[src/rtl/serial_word_loader_pkg.sv]
// Shared types and timing helpers for the serial word loader.
package serial_word_loader_pkg;

  typedef enum logic [2:0] {
    IDLE,
    SHIFT_LO,
    SHIFT_HI,
    LE_SETUP,
    LATCH,
    GAP
  } swl_state_e;

  // Busy cycles spent on one word: WORD_W sclk periods, LE_SETUP, LATCH and GAP.
  function automatic int unsigned word_cycles(int unsigned word_w,
                                               int unsigned div,
                                               int unsigned le_hold);
    return 2 * div * word_w + 2 * div + le_hold;
  endfunction

endpackage

[src/rtl/serial_word_loader_phase_timer.sv]
// Loadable down-counter that stops at zero and flags its terminal count.
module swl_phase_timer #(
  parameter int W = 2
) (
  input  logic         clk_i,
  input  logic         rst_n_i,
  input  logic         load_i,
  input  logic [W-1:0] load_val_i,
  output logic         tc_o
);

  logic [W-1:0] cnt_q, cnt_d;

  // Load on request, otherwise count down and hold at zero.
  always_comb begin
    cnt_d = cnt_q;
    if (load_i) begin
      cnt_d = load_val_i;
    end else if (cnt_q != '0) begin
      cnt_d = cnt_q - W'(1);
    end
  end

  // Counter register.
  always_ff @(posedge clk_i or negedge rst_n_i) begin
    if (!rst_n_i) begin
      cnt_q <= '0;
    end else begin
      cnt_q <= cnt_d;
    end
  end

  assign tc_o = (cnt_q == '0);

endmodule

[src/rtl/serial_word_loader.sv]
// Serial programming engine: shifts N_WORDS words out on sdata/sclk and
// pulses le after each word, with a start/busy/done handshake.
module serial_word_loader
  import serial_word_loader_pkg::*;
#(
  parameter int WORD_W    = 21,
  parameter int N_WORDS   = 3,
  parameter int DIV       = 4,
  parameter int LE_HOLD   = 2,
  parameter bit MSB_FIRST = 1'b1
) (
  input  logic                      clk,
  input  logic                      rst_n,
  input  logic                      start,
  input  logic [N_WORDS*WORD_W-1:0] words_flat,
  output logic                      busy,
  output logic                      done,
  output logic                      sdata,
  output logic                      sclk,
  output logic                      le
);

  localparam int PH_MAX = (DIV > LE_HOLD) ? DIV : LE_HOLD;
  localparam int PH_W   = $clog2(PH_MAX + 1);
  localparam int BC_W   = $clog2(WORD_W);
  localparam int WC_W   = $clog2(N_WORDS) + 1;
  localparam int TOT_W  = N_WORDS * WORD_W;

  localparam logic [PH_W-1:0] DIV_LD    = PH_W'(DIV - 1);
  localparam logic [PH_W-1:0] LE_LD     = PH_W'(LE_HOLD - 1);
  localparam logic [BC_W-1:0] BIT_LAST  = BC_W'(WORD_W - 1);
  localparam logic [WC_W-1:0] WORD_LAST = WC_W'(N_WORDS - 1);

  if (WORD_W < 2) begin : g_bad_word_w
    $error("serial_word_loader: WORD_W must be >= 2");
  end
  if (N_WORDS < 1) begin : g_bad_n_words
    $error("serial_word_loader: N_WORDS must be >= 1");
  end
  if (DIV < 1) begin : g_bad_div
    $error("serial_word_loader: DIV must be >= 1");
  end
  if (LE_HOLD < 1) begin : g_bad_le_hold
    $error("serial_word_loader: LE_HOLD must be >= 1");
  end

  swl_state_e       state_q, state_d;
  logic [TOT_W-1:0] words_q, words_d;
  logic [WORD_W-1:0] sh_q, sh_d;
  logic [BC_W-1:0]  bit_q, bit_d;
  logic [WC_W-1:0]  word_q, word_d;
  logic             busy_q, busy_d;
  logic             done_q, done_d;
  logic             sdata_q, sdata_d;
  logic             sclk_q, sclk_d;
  logic             le_q, le_d;
  logic             ph_load;
  logic [PH_W-1:0]  ph_val;
  logic             ph_tc;

  swl_phase_timer #(
    .W(PH_W)
  ) u_phase_timer (
    .clk_i      (clk),
    .rst_n_i    (rst_n),
    .load_i     (ph_load),
    .load_val_i (ph_val),
    .tc_o       (ph_tc)
  );

  // Next-state logic plus snapshot / bit / word sequencing.
  // Remaining words live in words_q and are shifted down one word per GAP,
  // so the next word is always found in the low WORD_W bits.
  always_comb begin
    state_d = state_q;
    words_d = words_q;
    sh_d    = sh_q;
    bit_d   = bit_q;
    word_d  = word_q;
    done_d  = 1'b0;
    unique case (state_q)
      IDLE: begin
        if (start) begin
          state_d = SHIFT_LO;
          words_d = words_flat;
          sh_d    = words_flat[WORD_W-1:0];
          bit_d   = '0;
          word_d  = '0;
        end
      end
      SHIFT_LO: begin
        if (ph_tc) begin
          state_d = SHIFT_HI;
        end
      end
      SHIFT_HI: begin
        if (ph_tc) begin
          if (bit_q == BIT_LAST) begin
            state_d = LE_SETUP;
          end else begin
            state_d = SHIFT_LO;
            bit_d   = bit_q + BC_W'(1);
            if (MSB_FIRST) begin
              sh_d = {sh_q[WORD_W-2:0], 1'b0};
            end else begin
              sh_d = {1'b0, sh_q[WORD_W-1:1]};
            end
          end
        end
      end
      LE_SETUP: begin
        if (ph_tc) begin
          state_d = LATCH;
        end
      end
      LATCH: begin
        if (ph_tc) begin
          state_d = GAP;
        end
      end
      GAP: begin
        if (ph_tc) begin
          if (word_q == WORD_LAST) begin
            state_d = IDLE;
            done_d  = 1'b1;
          end else begin
            state_d = SHIFT_LO;
            word_d  = word_q + WC_W'(1);
            words_d = words_q >> WORD_W;
            sh_d    = words_d[WORD_W-1:0];
            bit_d   = '0;
          end
        end
      end
      default: begin
        state_d = IDLE;
      end
    endcase
  end

  // Pin values and phase-timer reload derived from the state being entered,
  // so every output is registered and changes in step with the state.
  always_comb begin
    ph_load = (state_d != state_q);
    ph_val  = (state_d == LATCH) ? LE_LD : DIV_LD;
    busy_d  = (state_d != IDLE);
    sclk_d  = (state_d == SHIFT_HI);
    le_d    = (state_d == LATCH);
    sdata_d = 1'b0;
    if ((state_d == SHIFT_LO) || (state_d == SHIFT_HI)) begin
      sdata_d = MSB_FIRST ? sh_d[WORD_W-1] : sh_d[0];
    end
  end

  // State, datapath and output registers.
  always_ff @(posedge clk or negedge rst_n) begin
    if (!rst_n) begin
      state_q <= IDLE;
      words_q <= '0;
      sh_q    <= '0;
      bit_q   <= '0;
      word_q  <= '0;
      busy_q  <= 1'b0;
      done_q  <= 1'b0;
      sdata_q <= 1'b0;
      sclk_q  <= 1'b0;
      le_q    <= 1'b0;
    end else begin
      state_q <= state_d;
      words_q <= words_d;
      sh_q    <= sh_d;
      bit_q   <= bit_d;
      word_q  <= word_d;
      busy_q  <= busy_d;
      done_q  <= done_d;
      sdata_q <= sdata_d;
      sclk_q  <= sclk_d;
      le_q    <= le_d;
    end
  end

  assign busy  = busy_q;
  assign done  = done_q;
  assign sdata = sdata_q;
  assign sclk  = sclk_q;
  assign le    = le_q;

endmodule

[config.mk]
export PLATFORM = sky130hd
export DESIGN_NAME = serial_word_loader
export DESIGN_NICKNAME = d
export VERILOG_FILES = /design/src/rtl/serial_word_loader_pkg.sv /design/src/rtl/serial_word_loader_phase_timer.sv /design/src/rtl/serial_word_loader.sv
export SDC_FILE = /design/constraint.sdc
export NUM_CORES = 1
export LEC_CHECK = 0
export ABC_AREA = 1
export CAP_MARGIN = 40
export CORE_ASPECT_RATIO = 1.5
export CORE_MARGIN = 2
export CORE_UTILIZATION = 45
export DETAILED_ROUTE_END_ITERATION = 10
export GPL_TIMING_DRIVEN = 0
export HOLD_SLACK_MARGIN = 0.06
export PLACE_DENSITY = 0.7
export SYNTH_ARGS = -nofsm -noshare
export SYNTH_HDL_FRONTEND = slang
export SYNTH_SLANG_ARGS = --single-unit
[constraint.sdc]
create_clock -name clk -period 1.99 [get_ports clk]
set_input_delay 0.398 -clock clk [delete_from_list [all_inputs] [get_ports clk]]
set_output_delay 0.398 -clock clk [all_outputs]
set_load 0.005 [all_outputs]
Yosys cells after proc, flatten, opt, wreduce, memory -nomap -nowiden --
Cells that the tools add are included.
Storage, ports and cells: input port bits 66, output and inout port bits 5, flip-flop bits (word level) 103
Cells by class: add/subtract/negate cells 3, equality and inequality tests 16, reductions and logical operators 10, mux-type cells 36
Operators by type and width (number):
- 2-to-1 mux 63 bit | 3
- one-hot mux 63 bit (2 select lines) | 1
- 2-to-1 mux 21 bit | 5
- one-hot mux 21 bit (3 select lines) | 1
- 2-to-1 mux 3 bit | 11
- 2-to-1 mux 5 bit | 5
- one-hot mux 3 bit (6 select lines) | 1
- one-hot mux 5 bit (3 select lines) | 1
- equality test 3 x 2 -> 1 bit, second input constant | 4
- != test 2 bit, second input constant | 5
- equality test 3 bit, second input constant | 3
- nonzero test 3 bit | 3
- equality test 3 x 1 -> 1 bit, second input constant | 2
- logical NOT 3 bit | 2
- one-hot mux 3 bit (2 select lines) | 1
- AND reduction 6 bit | 1
- adder 5 x 1 -> 5 bit, second input constant | 1
- equality test 5 bit, second input constant | 1
- 2-to-1 mux 1 bit | 5
- 2-to-1 mux 2 bit | 2
- AND reduction 4 bit | 1
- nonzero test 2 bit | 2
- adder 3 x 1 -> 3 bit, second input constant | 1
- != test 3 bit | 1
- other kinds (2) | 2

Depth between registers and ports, before layout --
depth in word-level cells 7, mapped depth 14, mapped depth without buffers 14

Hierarchy --
A second synthesis with hierarchy kept.
Second synthesis, totals: cells, all modules 500, area, all modules 4033.9 um2
By module, submodules not included:
- serial_word_loader | area each 3826.2 um2, cells an instance 468, times used 1
- swl_phase_timer | area each 207.7 um2, cells an instance 32, times used 1

Worst setup path after synthesis --
OpenSTA, ideal clock, no wires.
path type flip-flop to flip-flop, from register u_phase_timer.cnt_q[0], to register words_q[22], clock period less this slack 1.711 ns, arrival time 1.588 ns, slack 0.279 ns, cell stages (with the launch flop) 14, buffers on the path 2, cell sequence dfrtp_1 -> inv_1 -> ha_1 -> inv_1 -> nor2_2 -> nand2_1 -> nand2_1 -> nand2_1 -> a21oi_4 -> inv_2 -> buf_6 -> buf_6 -> nand2_1 -> o21ai_1
On the way: cells in the longest elaborated chain, start to end 3
RTL lines:
- from (decl) | RTL line serial_word_loader_phase_timer.sv:12 | logic [W-1:0] cnt_q, cnt_d;
- from (signal assigned) | RTL line serial_word_loader_phase_timer.sv:29 | cnt_q <= cnt_d;
- logical NOT 3 bit | RTL line serial_word_loader_phase_timer.sv:33 | assign tc_o = (cnt_q == '0);
- != test 2 bit (no line)
- AND reduction 4 bit (no line)
- to (signal assigned) | RTL line serial_word_loader.sv:170 | words_q <= words_d;
- to (decl) | RTL line serial_word_loader.sv:48 | logic [TOT_W-1:0] words_q, words_d;
No other way between the ends. A chain may end at the register's enable or synchronous reset.

Final worst setup path --
from register u_phase_timer.cnt_q[0], to register words_q[25]
The elaborated chain is that of the path after synthesis.

==> summary.md <==
| Metric | Value |
|---|---|
| Fillers | 755 |
| Design area | 5090 µm² |
| Maxcap violations | 0 |
| Post-synthesis sequential area ratio | 0.531 |
| RD Place Congestion | 0.884 |
| CP arrival | 2040 ps |
| Htree depth | 3 |
| Highest routed layer | met4 |
| Max Slew Vio Count | 0 |
| Met3 WL | 321 µm |
| Fin Hold WS | 490 ps |
| Chip width | 79.6 µm |
| Number of global-route vias before repair | 3426 |
| Library cells used by synthesis | 27 |
| Core Box Area | 8360 µm² |
| Critical path type | flip-flop to flip-flop |
| WL/cell | 14.4 µm |
| Met2 WL post-DR | 4.97 mm |
| Crit Path Max Fanout | 10 |
| M1 WL | 3.95 mm |
| Final hold vios | 0 |
| Leakage | 2.37 nW |
| Crit end category | flip-flop |
| Gr ovfl total | 0 |
| Slew HR | 0.670 |
| Drc violations | 0 |
| CTS buffer count | 9 |
| Seq cells post-synth | 82 |
| Post-DP HPWL | 7.12 mm |
| Fin Setup TNS | 0 ps |
| First-pass GRT wire length | 15.8 mm |
| Clk_skew | 4.18 ps |
| CTS tree | done |
| All-Layer GR Usage | 0.220 |
| Initial antenna violation count | 0 |
| Peak VDD IR | 0.409 mV |
| Worst-Margin Slew | 494 ps |
| Hold WC Path Type | flip-flop to flip-flop |
| Clock Sinks | 82 |
| Root Driver | clkbuf_16 |
| Final std cells w/o fill | 660 |
| Drt first-iter violations | 268 |
| Syn nets | 535 |
| Clk slew on worst S/H paths | 60 ps |
| Syn Area/Cell | 8.34 µm² |
| Setup Viol. Count Final | 0 |
| Min Tclk post-route | 1830 ps |
| Dpl cells | 641 |
| Initial Utilization | 0.462 |
| Cells after Synth | 463 |
| Die Y | 117 µm |
| Fmax | 546 MHz |
| Remaining antenna violation count | 0 |
| PwrDens | 712 nW/µm² |
| R2R Setup Slk | 160 ps |
| Fraction of layout cells with a size suffix above 1 | 0.0922 |
| Startpoint types | flip-flop |
| Die area | 9360 µm² |
| Drt pass-1 iters | 4 |
| Syn-to-layout area delta | 31.8% |
| Status | finished clean |
| Layout Utilization | 0.609 |
| Fin crit share | 0.920 |
| PortBufs | 70 |
| # diodes | 0 |
| Nets | 620 |
| Clock Tree Buf Depth | 2 |
| IO Pins | 71 |
| WL final | 9.53 mm |
| Vias per inst | 5.07 |
| Critical Path RT | 2200 ps |
| Placed inst area | 4720 µm² |
| Routed vias | 3348 |
| Largest net degree at the start of global routing | 48 |
| FP Rows | 41 |
| Mapped Area | 3860 µm² |
| Synth warn | 0 |
| Worst skew pair latency | 330 ps |
[stage by stage]
| stage | setup slack [ps] | power [mW] |
|---|---|---|
| floorplan | 279 | 1.71 |
| global placement | -2340 | 1.88 |
| detailed placement | -112 | 1.88 |
| CTS | -12.7 | 3.66 |
| global route | -5.76 | 3.74 |
| finish | 159 | 3.63 |
[registers in the layout, indices dropped and copies added, names as in the netlist]
register and flops:
done 1, bit_q 5, sdata 1, word_q 3, le 1, sclk 1, sh_q 21, busy 1
state_q 3, words_q 42, u_phase_timer.cnt_q 3
[cells in the mapped netlist (all sizes together)]
| cell | number | share of area |
|---|---|---|
| a22oi | 19 | 0.037 |
| o21ai | 67 | 0.087 |
| nor2 | 16 | 0.017 |
| nor3 | 3 | 0.0039 |
| nand2 | 146 | 0.14 |
| nand4 | 2 | 0.0032 |
| nand3b | 1 | 0.0019 |
| nand3 | 32 | 0.044 |
| o2111ai | 2 | 0.0045 |
| clkbuf | 11 | 0.011 |
| ha | 6 | 0.019 |
| inv | 54 | 0.053 |
| xor2 | 4 | 0.0091 |
| dfrtp | 82 | 0.53 |
| o211ai | 3 | 0.0058 |
| buf | 10 | 0.018 |
| a21oi | 4 | 0.0081 |
| o31ai | 1 | 0.0019 |
[routing by layer]
| metal | track usage | vias to the layer above |
|---|---|---|
| li1 | - | 1664 |
| met1 | 0.258 | 1568 |
| met2 | 0.380 | 93 |
| met3 | 0.0322 | 23 |
| met4 | 0.119 | 0 |
| met5 | 0 | - |
[layout make-up]
| class | count | area (µm²) | share of cell area |
|---|---|---|---|
| multi-input cells | 306 | 1510 | 0.296 |
| clock buffers | 11 | 243 | 0.0477 |
| plain buffers | 21 | 125 | 0.0246 |
| well taps | 107 | 134 | 0.0263 |
| inverters | 54 | 205 | 0.0403 |
| clock inverters | 5 | 77.6 | 0.0152 |
| repair buffers | 74 | 751 | 0.147 |
| flip-flops and latches | 82 | 2050 | 0.403 |
[cells by family after synthesis]
group / Yosys count / share of synthesized area
fa+ha+maj: 6 / 0.0194
compound gates: 96 / 0.144
xor+xnor: 4 / 0.00907
buf+inv: 75 / 0.0823
flops: 82 / 0.531
simple gates: 200 / 0.214
[final timing paths]
check / from / endpoint / depth (start not counted)
max: u_phase_timer.cnt_q[0] / words_q[25] / 13
min: words_q[31] / words_q[31] / 2
max reg2reg: u_phase_timer.cnt_q[0] / words_q[25] / 13
min reg2reg: words_q[31] / words_q[31] / 2
max in group asynchronous: rst_n / words_q[55] / 3
min in group asynchronous: rst_n / u_phase_timer.cnt_q[2] / 2
[cells in the final DEF (no fill, tap or decap), drive strengths merged]
| master | count |
|---|---|
| nand4 | 2 |
| nor3 | 3 |
| nand2 | 146 |
| clkdlybuf4s50 | 69 |
| o31ai | 1 |
| dlygate4sd3 | 1 |
| clkinv | 2 |
| xor2 | 4 |
| buf | 15 |
| a22oi | 19 |
| ha | 6 |
| clkbuf | 21 |
| clkinvlp | 1 |
| nor2 | 16 |
| o21ai | 67 |
| o2111ai | 2 |
| a21oi | 4 |
| bufinv | 2 |
| dfrtp | 82 |
| nand3 | 32 |
| o211ai | 3 |
| nand3b | 1 |
| inv | 54 |
[power breakdown]
group | total, mW | internal, mW | leakage [nW] | switching [mW]
combinational | 0.183 | 0.122 | 1.31 | 0.0611
clock | 1.77 | 1.13 | 0.156 | 0.646
sequential | 1.67 | 1.67 | 0.900 | 0.000651
[worst max-delay path: stages, from the launching register on]
cell and delay, ps:
dfrtp_1 370, inv_2 80, ha_2 190, inv_1 60, nor2_4 170, nand2_1 70, nand2_1 80, nand2_2 80
a21oi_4 150, inv_2 60, buf_6 140, buf_6 140, nand2_1 50, o21ai_1 60
[what timing repair did]
item / CTS / global route
gates resized for setup: 2 / 19
cloned: 0 / 0
buffers inserted: 0 / 2
pin swaps: 0 / 1
hold buffers: 1 / 0
endpoints found under the hold margin: 35 / 0
endpoints found under the setup margin: 40 / 63
Power figures use the tool's default switching activity.
